==> src/rtl/multdiv_iter_unit.sv <==
// Iterative radix-2 multiply/divide unit with valid/ready handshakes, kill and overflow reporting.
// Optional MULTDIV_EARLY_OUT_EN: zero-operand operations finish at the accept edge.
module multdiv_iter_unit #(
    parameter int WIDTH = 32,
    parameter int CNT_W = 6
) (
    input  logic             clock,
    input  logic             reset,
    input  logic             in_valid,
    output logic             in_ready,
    input  logic [1:0]       op,
    input  logic [WIDTH-1:0] operand_a,
    input  logic [WIDTH-1:0] operand_b,
    input  logic             kill,
    output logic             out_valid,
    input  logic             out_ready,
    output logic [WIDTH-1:0] result,
    output logic             exception
);
    typedef enum logic [1:0] {IDLE, BUSY, DONE} state_t;

    localparam logic [CNT_W-1:0]   LAST    = CNT_W'(WIDTH - 1);
    localparam logic [2*WIDTH-1:0] MIN_MAG = {{WIDTH{1'b0}}, 1'b1, {(WIDTH-1){1'b0}}};

    state_t             state_q, state_d;
    logic [CNT_W-1:0]   cnt_q, cnt_d;
    logic               is_div_q, is_div_d;
    logic               is_uns_q, is_uns_d;
    logic               neg_q, neg_d;
    logic [WIDTH-1:0]   opb_q, opb_d;
    logic [2*WIDTH-1:0] acc_q, acc_d;
    logic [WIDTH-1:0]   result_q, result_d;
    logic               exc_q, exc_d;

    logic               sa, sb;
    logic [WIDTH-1:0]   amag, bmag;
    logic [WIDTH:0]     mul_sum, trial;
    logic [2*WIDTH-1:0] mul_nxt, div_nxt, acc_nxt;
    logic [WIDTH-1:0]   res_mag, res_s;
    logic               mul_ovf, div_ovf;

    always_comb begin
        sa   = ~op[1] & operand_a[WIDTH-1];
        sb   = ~op[1] & operand_b[WIDTH-1];
        amag = sa ? -operand_a : operand_a;
        bmag = sb ? -operand_b : operand_b;

        // Multiply: conditional add into the upper half, then shift the whole register right.
        mul_sum = {1'b0, acc_q[2*WIDTH-1:WIDTH]} + (acc_q[0] ? {1'b0, opb_q} : '0);
        mul_nxt = {mul_sum, acc_q[WIDTH-1:1]};
        // Divide: remainder in the upper half, dividend shifts out / quotient shifts in below.
        trial   = {acc_q[2*WIDTH-1:WIDTH], acc_q[WIDTH-1]} - {1'b0, opb_q};
        div_nxt = {(trial[WIDTH] ? acc_q[2*WIDTH-2:WIDTH-1] : trial[WIDTH-1:0]),
                   acc_q[WIDTH-2:0], ~trial[WIDTH]};
        acc_nxt = is_div_q ? div_nxt : mul_nxt;

        res_mag = acc_nxt[WIDTH-1:0];
        res_s   = neg_q ? -res_mag : res_mag;
        // Signed magnitude 2^(WIDTH-1) is representable only when the result is negative.
        mul_ovf = is_uns_q ? |acc_nxt[2*WIDTH-1:WIDTH]
                           : (|acc_nxt[2*WIDTH-1:WIDTH-1]) & ~(neg_q & (acc_nxt == MIN_MAG));
        div_ovf = ~is_uns_q & ~neg_q & res_mag[WIDTH-1];
    end

    always_comb begin
        state_d  = state_q;
        cnt_d    = cnt_q;
        is_div_d = is_div_q;
        is_uns_d = is_uns_q;
        neg_d    = neg_q;
        opb_d    = opb_q;
        acc_d    = acc_q;
        result_d = result_q;
        exc_d    = exc_q;
        case (state_q)
            IDLE: begin
                if (in_valid && !kill) begin
                    is_div_d = op[0];
                    is_uns_d = op[1];
                    neg_d    = sa ^ sb;
                    opb_d    = op[0] ? bmag : amag;
                    acc_d    = {{WIDTH{1'b0}}, (op[0] ? amag : bmag)};
                    cnt_d    = '0;
                    state_d  = BUSY;
`ifdef MULTDIV_EARLY_OUT_EN
                    if (operand_a == '0 || operand_b == '0) begin
                        result_d = '0;
                        exc_d    = op[0] & (operand_b == '0);
                        state_d  = DONE;
                    end
`endif
                end
            end
            BUSY: begin
                if (kill) begin
                    state_d = IDLE;
                end else begin
                    acc_d = acc_nxt;
                    cnt_d = cnt_q + CNT_W'(1);
                    if (cnt_q == LAST) begin
                        state_d = DONE;
                        if (is_div_q && opb_q == '0) begin
                            result_d = '0;
                            exc_d    = 1'b1;
                        end else begin
                            result_d = res_s;
                            exc_d    = is_div_q ? div_ovf : mul_ovf;
                        end
                    end
                end
            end
            DONE: begin
                if (kill || out_ready) state_d = IDLE;
            end
            default: state_d = IDLE;
        endcase
    end

    always_ff @(posedge clock or negedge reset) begin
        if (!reset) begin
            state_q  <= IDLE;
            cnt_q    <= '0;
            is_div_q <= 1'b0;
            is_uns_q <= 1'b0;
            neg_q    <= 1'b0;
            opb_q    <= '0;
            acc_q    <= '0;
            result_q <= '0;
            exc_q    <= 1'b0;
        end else begin
            state_q  <= state_d;
            cnt_q    <= cnt_d;
            is_div_q <= is_div_d;
            is_uns_q <= is_uns_d;
            neg_q    <= neg_d;
            opb_q    <= opb_d;
            acc_q    <= acc_d;
            result_q <= result_d;
            exc_q    <= exc_d;
        end
    end

    assign in_ready  = (state_q == IDLE);
    assign out_valid = (state_q == DONE);
    assign result    = result_q;
    assign exception = exc_q;
endmodule

==> config.mk <==
export PLATFORM = sky130hd
export DESIGN_NAME = multdiv_iter_unit
export DESIGN_NICKNAME = d
export VERILOG_FILES = /design/src/rtl/multdiv_iter_unit.sv
export SDC_FILE = /design/constraint.sdc
export NUM_CORES = 1
export LEC_CHECK = 0
export ABC_AREA = 1
export ABC_CLOCK_PERIOD_IN_PS = 10130
export BUFFER_PORTS_ARGS = -buffer_cell sky130_fd_sc_hd__clkbuf_2
export CAP_MARGIN = 20
export CORE_MARGIN = 2
export CORE_UTILIZATION = 55
export CTS_BUF_LIST = sky130_fd_sc_hd__clkbuf_8
export DETAILED_ROUTE_END_ITERATION = 10
export PLACE_DENSITY = 0.74
export SYNTH_ARGS = -nofsm -noshare
export SYNTH_HDL_FRONTEND = slang
export SYNTH_SLANG_ARGS = --single-unit
==> constraint.sdc <==
create_clock -name clock -period 10.13 [get_ports clock]
set_input_delay 1.013 -clock clock [delete_from_list [all_inputs] [get_ports clock]]
set_output_delay 1.013 -clock clock [all_outputs]
set_load 0.01 [all_outputs]
==> impl_summary.log, run 1 <==
[metrics] sequential share of the synthesized area: 24.5%
[metrics] layout cells sized above 1: approximately 8.3%
[metrics] highest clock frequency the design can meet: 228 MHz
[metrics] Final Core Density: between 60% and 70%
[metrics] Die Y-Extent: 165 um
[metrics] Critical Path End Type: register
[metrics] gpl congestion: 0.996
[metrics] Mean Syn Cell Area: 6.14 um^2
[metrics] Routed wire per std cell: approximately 19 um
[metrics] critical path's most frequent cell: sky130_fd_sc_hd__nand2_1
[metrics] post-cts resize count: 0
[metrics] area of the core region: 0.0253 mm^2
[metrics] average vias per placed instance: 5.82
[metrics] post-route non-filler standard cell count: 2,739
[metrics] maximum number of pins on one net before global-route repair: 98
[metrics] compound-gate portion of the synthesized area: between 10% and 20%
[metrics] data required time of the critical path: 10.49 ns
[metrics] Net Count, Synth: 2,470
[metrics] worst-path fanout max: 13
[metrics] kind of start point of the critical path: register
[metrics] global-route wire length before repair: ~80,000 um
[metrics] placement row count: 58
[metrics] final max-slew violation count: 0
[metrics] final instance area: 0.0154 mm^2
[metrics] Residual DRC: 0
[metrics] top layer in use: met5
[metrics] number of DRC markers in iteration 0: 1,635
[metrics] root buffer cell: sky130_fd_sc_hd__clkbuf_8
[metrics] worst setup slack after placement: about 6 ns
[metrics] number of antenna violations at the first check in global routing: 1
[metrics] number of maximum-capacitance constraint violations: 0
[metrics] clock tree from TritonCTS: yes
[metrics] total negative slack for setup checks: 0 ns
[metrics] number of flops mapped to enable cells by yosys: 0
[metrics] combinational family with the most area after synthesis: simple AND/OR/NAND/NOR gates
[metrics] worst-case headroom to the max-slew limit: 31.6%
[metrics] arrival time reported for the critical path endpoint: 4.76 ns
[metrics] type of the worst setup path: register to register
[metrics] Clk Latency, worst-skew pair: 0.49 ns
[metrics] via count of the routed design: about 16,000
[metrics] post-detail-place hpwl: 41,600 um
[metrics] remaining global-route overflow: 0
[metrics] simple-gate share of the synthesized area: 35.6%
[metrics] Routed met3 length: 3920 um
[metrics] CTS max path bufs: 2
[metrics] IR Drop Worst-Case VDD: 157 uV
[metrics] unrepaired setup endpoints after global routing: no
[metrics] CTS Buf Count: 17
[metrics] clock period minus worst slack: 4.39 ns
[metrics] XOR/XNOR Fraction of Synth Area: 4.96%
[metrics] boundary pin count: 106
[metrics] clock-pin slew on the worst setup and hold paths: 0.09 ns
[metrics] hold crit path type: register to register
[metrics] total routed wirelength: 51,600 um
[metrics] Total Die Area: 0.0273 mm^2
[metrics] clock sink total: 140
[metrics] Worst Min Path Start: cnt_q[5]
[metrics] post-synthesis cell count: roughly 2,300
[metrics] RR Startpoint: acc_q[31]
[metrics] Final Hold Viols: 0
[metrics] commonest non-fill, non-tap cell in the layout: sky130_fd_sc_hd__nand2_1
[metrics] routed length on met1: 20,400 um
[metrics] post-detailed-route count of antenna-violating nets: 0
[metrics] IO buf count: 105
[metrics] initial standard-cell utilization of the core: a little under three fifths
[metrics] Slew @ Worst Pin: 1.02 ns
[metrics] portion of netlist area occupied by mux cells: 0%
[metrics] deepest level of the CTS H-tree: 4
[metrics] commonest non-fill, non-tap cells in the layout: sky130_fd_sc_hd__nand2_1 (710), sky130_fd_sc_hd__inv_1 (343), sky130_fd_sc_hd__nor2_1 (222), sky130_fd_sc_hd__dfrtp_1 (139), sky130_fd_sc_hd__nand3_1 (138)
[metrics] power density cells: 267 mW/mm^2
[metrics] via count of the first global-routing pass: 14,918
[metrics] Worst Setup SP: acc_q[31]
[metrics] Critical path buffers and inverters: 3
[metrics] Largest stage delay, worst path: 0.39 ns
[metrics] proportion of synthesized flip-flops having asynchronous set or reset: between 90% and 100%
[metrics] placement-stage cell area: 0.0150 mm^2
[metrics] status: complete, no violations
[metrics] Leakage Power: between 8 and 9 nW
[metrics] post-cts hold buffer count: 0
[metrics] number of search-and-repair iterations in the first detailed-routing pass: 6
[metrics] Distinct cells, synth: 54
[metrics] number of diodes added for antenna fixing: 0
[metrics] Die W: approximately 170 um
[metrics] clock skew after layout: 0.0155 ns
[metrics] final setup violation count: 0
[metrics] adder and majority gate portion of the synthesized area: a little over 6%
[metrics] top_reg_cell synth: sky130_fd_sc_hd__dfrtp_1
[metrics] share of the clock period used by the worst path after layout: 43.4%
[metrics] met2 layer wire length in the routed design: 23,700 um
[metrics] DP Cell Count: 2,706
[metrics] gate family responsible for the most delay along the worst path: simple AND/OR/NAND/NOR gates
[metrics] number of nets at the end of the flow: 2,537
[metrics] # fillers: 2,522
[metrics] overall global routing resource usage: between 30 and 40%
[metrics] flops & latches, synth: between 100 and 150
[metrics] Synth Cell Area: between 0.01 and 0.015 mm^2
[metrics] Final WS setup: 5.74 ns
[metrics] Syn-to-layout area delta: 7.99%
[metrics] Max stage delay cell, worst path: sky130_fd_sc_hd__dfrtp_1
[metrics] total number of yosys warnings: 0
[metrics] post-CTS repair timing setup buffer count: 0
## state kept, by name, summed over array words and instances, names as in the netlist
signal,cells
neg_q,1
opb_q,32
acc_q,64
state_q,2
is_div_q,1
result,32
cnt_q,6
is_uns_q,1
exception,1
## cells in the mapped netlist, drive strengths merged, types with 2 or more instances
library cell	number	area, um^2
a31oi	4	25.0
nor3	27	146
nor2	231	915
and2	7	46.3
a22oi	21	158
xor2	56	490
buf	19	119
o21a	11	82.6
o211ai	20	150
inv	350	1310
clkinv	2	7.51
a21oi	136	692
xnor2	25	219
o21ai	149	757
a21o	4	30.0
clkbuf	52	195
a2bb2oi	3	26.3
o22ai	11	68.8
dfrtp	140	3500
o221ai	23	201
a22o	11	96.3
nand3b	10	75.1
a32o	2	20.0
nand2	723	2770
nand3	142	746
o21bai	4	30.0
nor4	17	106
nand4	35	225
o31ai	9	67.6
a221o	2	20.0
ha	68	851
or2	8	50.1
fa	2	40.0
o2111ai	3	26.3
## area by class of cell
type / count / area (um^2) / area share (%)
tap: 330 / 413 / 2.68
inverter: 352 / 1320 / 8.56
multi-input combinational: 1766 / 9160 / 59.3
clock inverter: 14 / 129 / 0.835
sequential: 140 / 3500 / 22.7
clock buffer: 18 / 248 / 1.61
timing repair buffer: 119 / 657 / 4.26
## report_power, final
group          internal [mW]  total, mW  switching, mW  leakage (nW)
registers              0.691      0.863          0.172          1.79
clock network          0.187      0.458          0.272         0.199
logic                  0.868       2.80           1.93          6.30
total                   1.75       4.12           2.38          8.29
## through the flow
step	hold WS, ns	power [mW]
2_1_floorplan	0.434	2.79
3_3_place_gp	0.450	3.55
3_5_place_dp	0.461	3.58
4_1_cts	0.472	4.04
5_1_grt	0.496	4.46
6_report	0.467	4.12
## worst paths after layout
path	depth (start not counted)	end	slack (ns)
setup / recovery	31	exception	5.74
hold / removal	1	cnt_q[5]	0.47
setup reg to reg	31	exception	5.74
hold reg to reg	1	cnt_q[5]	0.47
max in group asynchronous	2	result[2]	8.19
min in group asynchronous	1	acc_q[59]	0.55
## layer usage
| layer | global-route usage [%] | vias to the layer above |
|---|---|---|
| li1 | - | 7699 |
| met1 | 46.3 | 7293 |
| met2 | 63.3 | 739 |
| met3 | 7.42 | 204 |
| met4 | 24.2 | 2 |
| met5 | 0 | - |
## kinds of logic after synthesis
logic type | count (synthesis)
adders and majority gates | 70
AOI/OAI and AO/OA | 415
buffers and inverters | 423
xor gates and xnor gates | 81
and+or+nand+nor | 1200
DFF | 140
No activity file was read; power rests on OpenSTA's default activity.
==> inputs of run 2 (changes only) <==
Settings changed: ABC_CLOCK_PERIOD_IN_PS 10130 to 3750, PLACE_DENSITY 0.74 to 0.77.
Clock period 10.13 ns to 3.75 ns, I/O delays scaled along.
==> run 2 against run 1 <==
  * The run now ends with hold timing left
  * Combinational power rose to 3.1 times the previous value
  * Critical path depth decreased by 5
  * Worst setup slack worse by 5.6 ns
  * Count of clock-buffer cells in the layout up 1
  * Worst hold slack got worse by 0.50 ns
  * Die area did not move
  * Sequential share of layout area fell by 1.4 points
  * First-iteration DRC count grew 17%
  * Routed wire length rose by 9.9%
  * Clock skew rose by 0.0095 ns
  * Flip-flop and latch count unchanged
  * Critical endpoint is now result[30]
  * Largest cell class unchanged
  * Highest routed layer unchanged
==> impl_summary.log, run 2 (synthesis gave the netlist of run 1 again) <==
[metrics] clock-pin slew on the worst setup and hold paths: 0.10 ns (about the same)
[metrics] IR Drop Worst-Case VDD: 582 uV (+270%)
[metrics] number of antenna violations at the first check in global routing: 3 (+2)
[metrics] placement row count: 58 (unchanged)
[metrics] data required time of the critical path: 4.13 ns (-6.36 ns)
[metrics] post-detailed-route count of antenna-violating nets: 0 (unchanged)
[metrics] clock period minus worst slack: 3.57 ns (-0.821 ns)
[metrics] deepest level of the CTS H-tree: 4 (unchanged)
[metrics] total routed wirelength: 56,700 um (+9.9%)
[metrics] worst setup slack after placement: -0.0293 ns (-5.90 ns)
[metrics] layout cells sized above 1: 13.2% (+4.9 points)
[metrics] number of nets at the end of the flow: 2,629 (+3.6%)
[metrics] worst-path fanout max: 5 (-8)
[metrics] number of DRC markers in iteration 0: 1,916 (+17%)
[metrics] number of flip-flops in the largest register: 64 (unchanged)
[metrics] via count of the routed design: 16,685 (+4.7%)
[metrics] Final Hold Viols: 15 (+15)
[metrics] CTS max path bufs: 2 (unchanged)
[metrics] clock sink total: 140 (unchanged)
[metrics] average vias per placed instance: 5.89 (+1.3%)
[metrics] number of search-and-repair iterations in the first detailed-routing pass: 6 (unchanged)
[metrics] area of the core region: 0.0253 mm^2 (unchanged)
[metrics] overall global routing resource usage: 42.1% (+3.6 points)
[metrics] clock skew after layout: 0.0250 ns (+0.00950 ns)
[metrics] share of the clock period used by the worst path after layout: 95.3% (+52 points)
[metrics] post-detail-place hpwl: 45,200 um (+8.6%)
[metrics] Die W: 165 um (unchanged)
[metrics] area taken by flip-flops and latches: 0.00351 mm^2 (+0.11%)
[metrics] commonest non-fill, non-tap cells in the layout: sky130_fd_sc_hd__nand2_1 (703), sky130_fd_sc_hd__inv_1 (341), sky130_fd_sc_hd__nor2_1 (217), sky130_fd_sc_hd__dfrtp_1 (136), sky130_fd_sc_hd__o21ai_0 (134)
[metrics] Final WS setup: 0.178 ns (-5.56 ns)
[metrics] number of maximum-capacitance constraint violations: 0 (unchanged)
[metrics] via count of the first global-routing pass: 15,549 (+4.2%)
[metrics] boundary pin count: 106 (unchanged)
[metrics] Residual DRC: 0 (unchanged)
[metrics] post-cts hold buffer count: 0 (unchanged)
[metrics] global-route wire length before repair: 86,400 um (+8.5%)
[metrics] Clk Latency, worst-skew pair: 0.50 ns (about the same)
[metrics] Critical Path End Type: register
[metrics] unrepaired setup endpoints after global routing: yes
[metrics] worst-case headroom to the max-slew limit: 29.2% (-2.4 points)
[metrics] clock tree from TritonCTS: yes
[metrics] Die Y-Extent: 165 um (unchanged)
[metrics] root buffer cell: sky130_fd_sc_hd__clkbuf_8
[metrics] power density cells: 745 mW/mm^2 (+180%)
[metrics] initial standard-cell utilization of the core: 56.4% (unchanged)
[metrics] largest register by flop count: acc_q
[metrics] commonest non-fill, non-tap cell in the layout: sky130_fd_sc_hd__nand2_1
[metrics] Final Hold Slack: -0.0304 ns (-0.497 ns)
[metrics] IO buf count: 105 (unchanged)
[metrics] type of the worst setup path: register to register
[metrics] Routed wire per std cell: 20.0 um (+6.3%)
[metrics] final max-slew violation count: 0 (unchanged)
[metrics] kind of start point of the critical path: register
[metrics] Slew @ Worst Pin: 1.06 ns (+0.0396 ns)
[metrics] gpl congestion: 1.08 (+8.7%)
[metrics] hold crit path type: input port to async pin
[metrics] # fillers: 2,455 (-2.7%)
[metrics] final setup violation count: 0 (unchanged)
[metrics] Syn-to-layout area delta: 15.0%
[metrics] Final Core Density: 64.9% (+3.9 points)
[metrics] Total Die Area: 0.0273 mm^2 (unchanged)
[metrics] violations in the final reports: hold timing
[metrics] highest clock frequency the design can meet: 280 MHz (+23%)
[metrics] maximum number of pins on one net before global-route repair: 100 (+2.0%)
[metrics] arrival time reported for the critical path endpoint: 3.95 ns (-0.81 ns)
[metrics] status: finished with violations
[metrics] Leakage Power: 8.73 nW (+5.4%)
[metrics] area occupied by multi-input gates: 0.00945 mm^2 (+3.2%)
[metrics] CTS Buf Count: 17 (unchanged)
[metrics] remaining global-route overflow: 0 (unchanged)
[run 2: worst paths after layout]
| check | start | endpoint | slack [ns] | depth (start not counted) |
|---|---|---|---|---|
| max | opb_q[27] | result[30] | 0.18 | 26 |
| min in group clock | out_ready | state_q[1] | 0.05 | 2 |
| max reg2reg | opb_q[27] | result[30] | 0.18 | 26 |
| min | reset | acc_q[52] | -0.03 | 1 |
| max in group asynchronous | reset | acc_q[0] | 2.97 | 2 |
| min reg2reg | cnt_q[5] | cnt_q[5] | 0.48 | 1 |
[run 2: timing repair]
action                                  4_1_cts  5_1_grt
buffers inserted                              0        9
pin swaps                                     2       16
resized for setup                             5       50
endpoints found under the setup margin        2        8
[run 2: report_power, final]
group	total [mW]	internal (mW)	switching, mW
clock	1.25	0.521	0.729
sequential	2.27	1.87	0.397
combinational	8.73	2.97	5.76
[run 2: layout make-up]
type                            instances  area share [%]
Multi-Input combinational cell       1766            57.5
Sequential cell                       140            21.4
Timing Repair Buffer                  211            8.23
Inverter                              352            8.04
Tap cell                              330            2.51
Clock buffer                           19            1.59
Clock inverter                         13           0.724
Antenna cell                            1          0.0152
[run 2: worst max-delay path: stages (launching register included)]
cell                      delay [ns]
sky130_fd_sc_hd__dfrtp_1        0.38
sky130_fd_sc_hd__inv_1          0.09
sky130_fd_sc_hd__ha_4           0.30
sky130_fd_sc_hd__nand2_2        0.07
sky130_fd_sc_hd__nor2_2         0.11
sky130_fd_sc_hd__inv_2          0.06
sky130_fd_sc_hd__nor3_4         0.26
sky130_fd_sc_hd__a21oi_4        0.12
sky130_fd_sc_hd__buf_4          0.17
sky130_fd_sc_hd__nand2_4        0.08
sky130_fd_sc_hd__nand2_4        0.07
sky130_fd_sc_hd__nand3_4        0.13
sky130_fd_sc_hd__o21ai_4        0.08
sky130_fd_sc_hd__inv_2          0.09
sky130_fd_sc_hd__ha_4           0.14
sky130_fd_sc_hd__nand3_4        0.09
sky130_fd_sc_hd__nor2_4         0.13
sky130_fd_sc_hd__nand3_2        0.13
sky130_fd_sc_hd__nor2_4         0.14
sky130_fd_sc_hd__buf_4          0.15
sky130_fd_sc_hd__nand3_4        0.08
sky130_fd_sc_hd__nor2_4         0.11
sky130_fd_sc_hd__nand2_2        0.07
sky130_fd_sc_hd__nor2_4         0.11
sky130_fd_sc_hd__nor2_1         0.04
sky130_fd_sc_hd__o21ai_1        0.18
sky130_fd_sc_hd__o21ai_1        0.08
[run 2: metrics by stage]
| stage | hold slack, ns | TNS, ns | cell area [um^2] | instances | power (mW) |
|---|---|---|---|---|---|
| after global placement | 0.454 | 0 | 15700 | 2790 | 10.2 |
| after global routing | 0.0531 | -0.0764 | 16400 | 2831 | 13.1 |
| after detailed placement | 0.460 | -0.0293 | 15700 | 2790 | 10.3 |
| after CTS | 0.0460 | 0 | 16100 | 2822 | 11.6 |
| final | -0.0304 | 0 | 16400 | 2832 | 12.2 |
| after floorplan | 0.0794 | 0 | 14300 | 2329 | 7.55 |
[run 2: metal layers]
| layer | up-vias | global-route usage [%] | part of all wire, % |
|---|---|---|---|
| li1 | 7899 | - | - |
| met2 | 908 | 68.5 | 45 |
| met3 | 240 | 10.1 | 9.6 |
| met1 | 7636 | 50.9 | 38 |
| met5 | - | 0 | 0.018 |
| met4 | 2 | 24.3 | 6.9 |
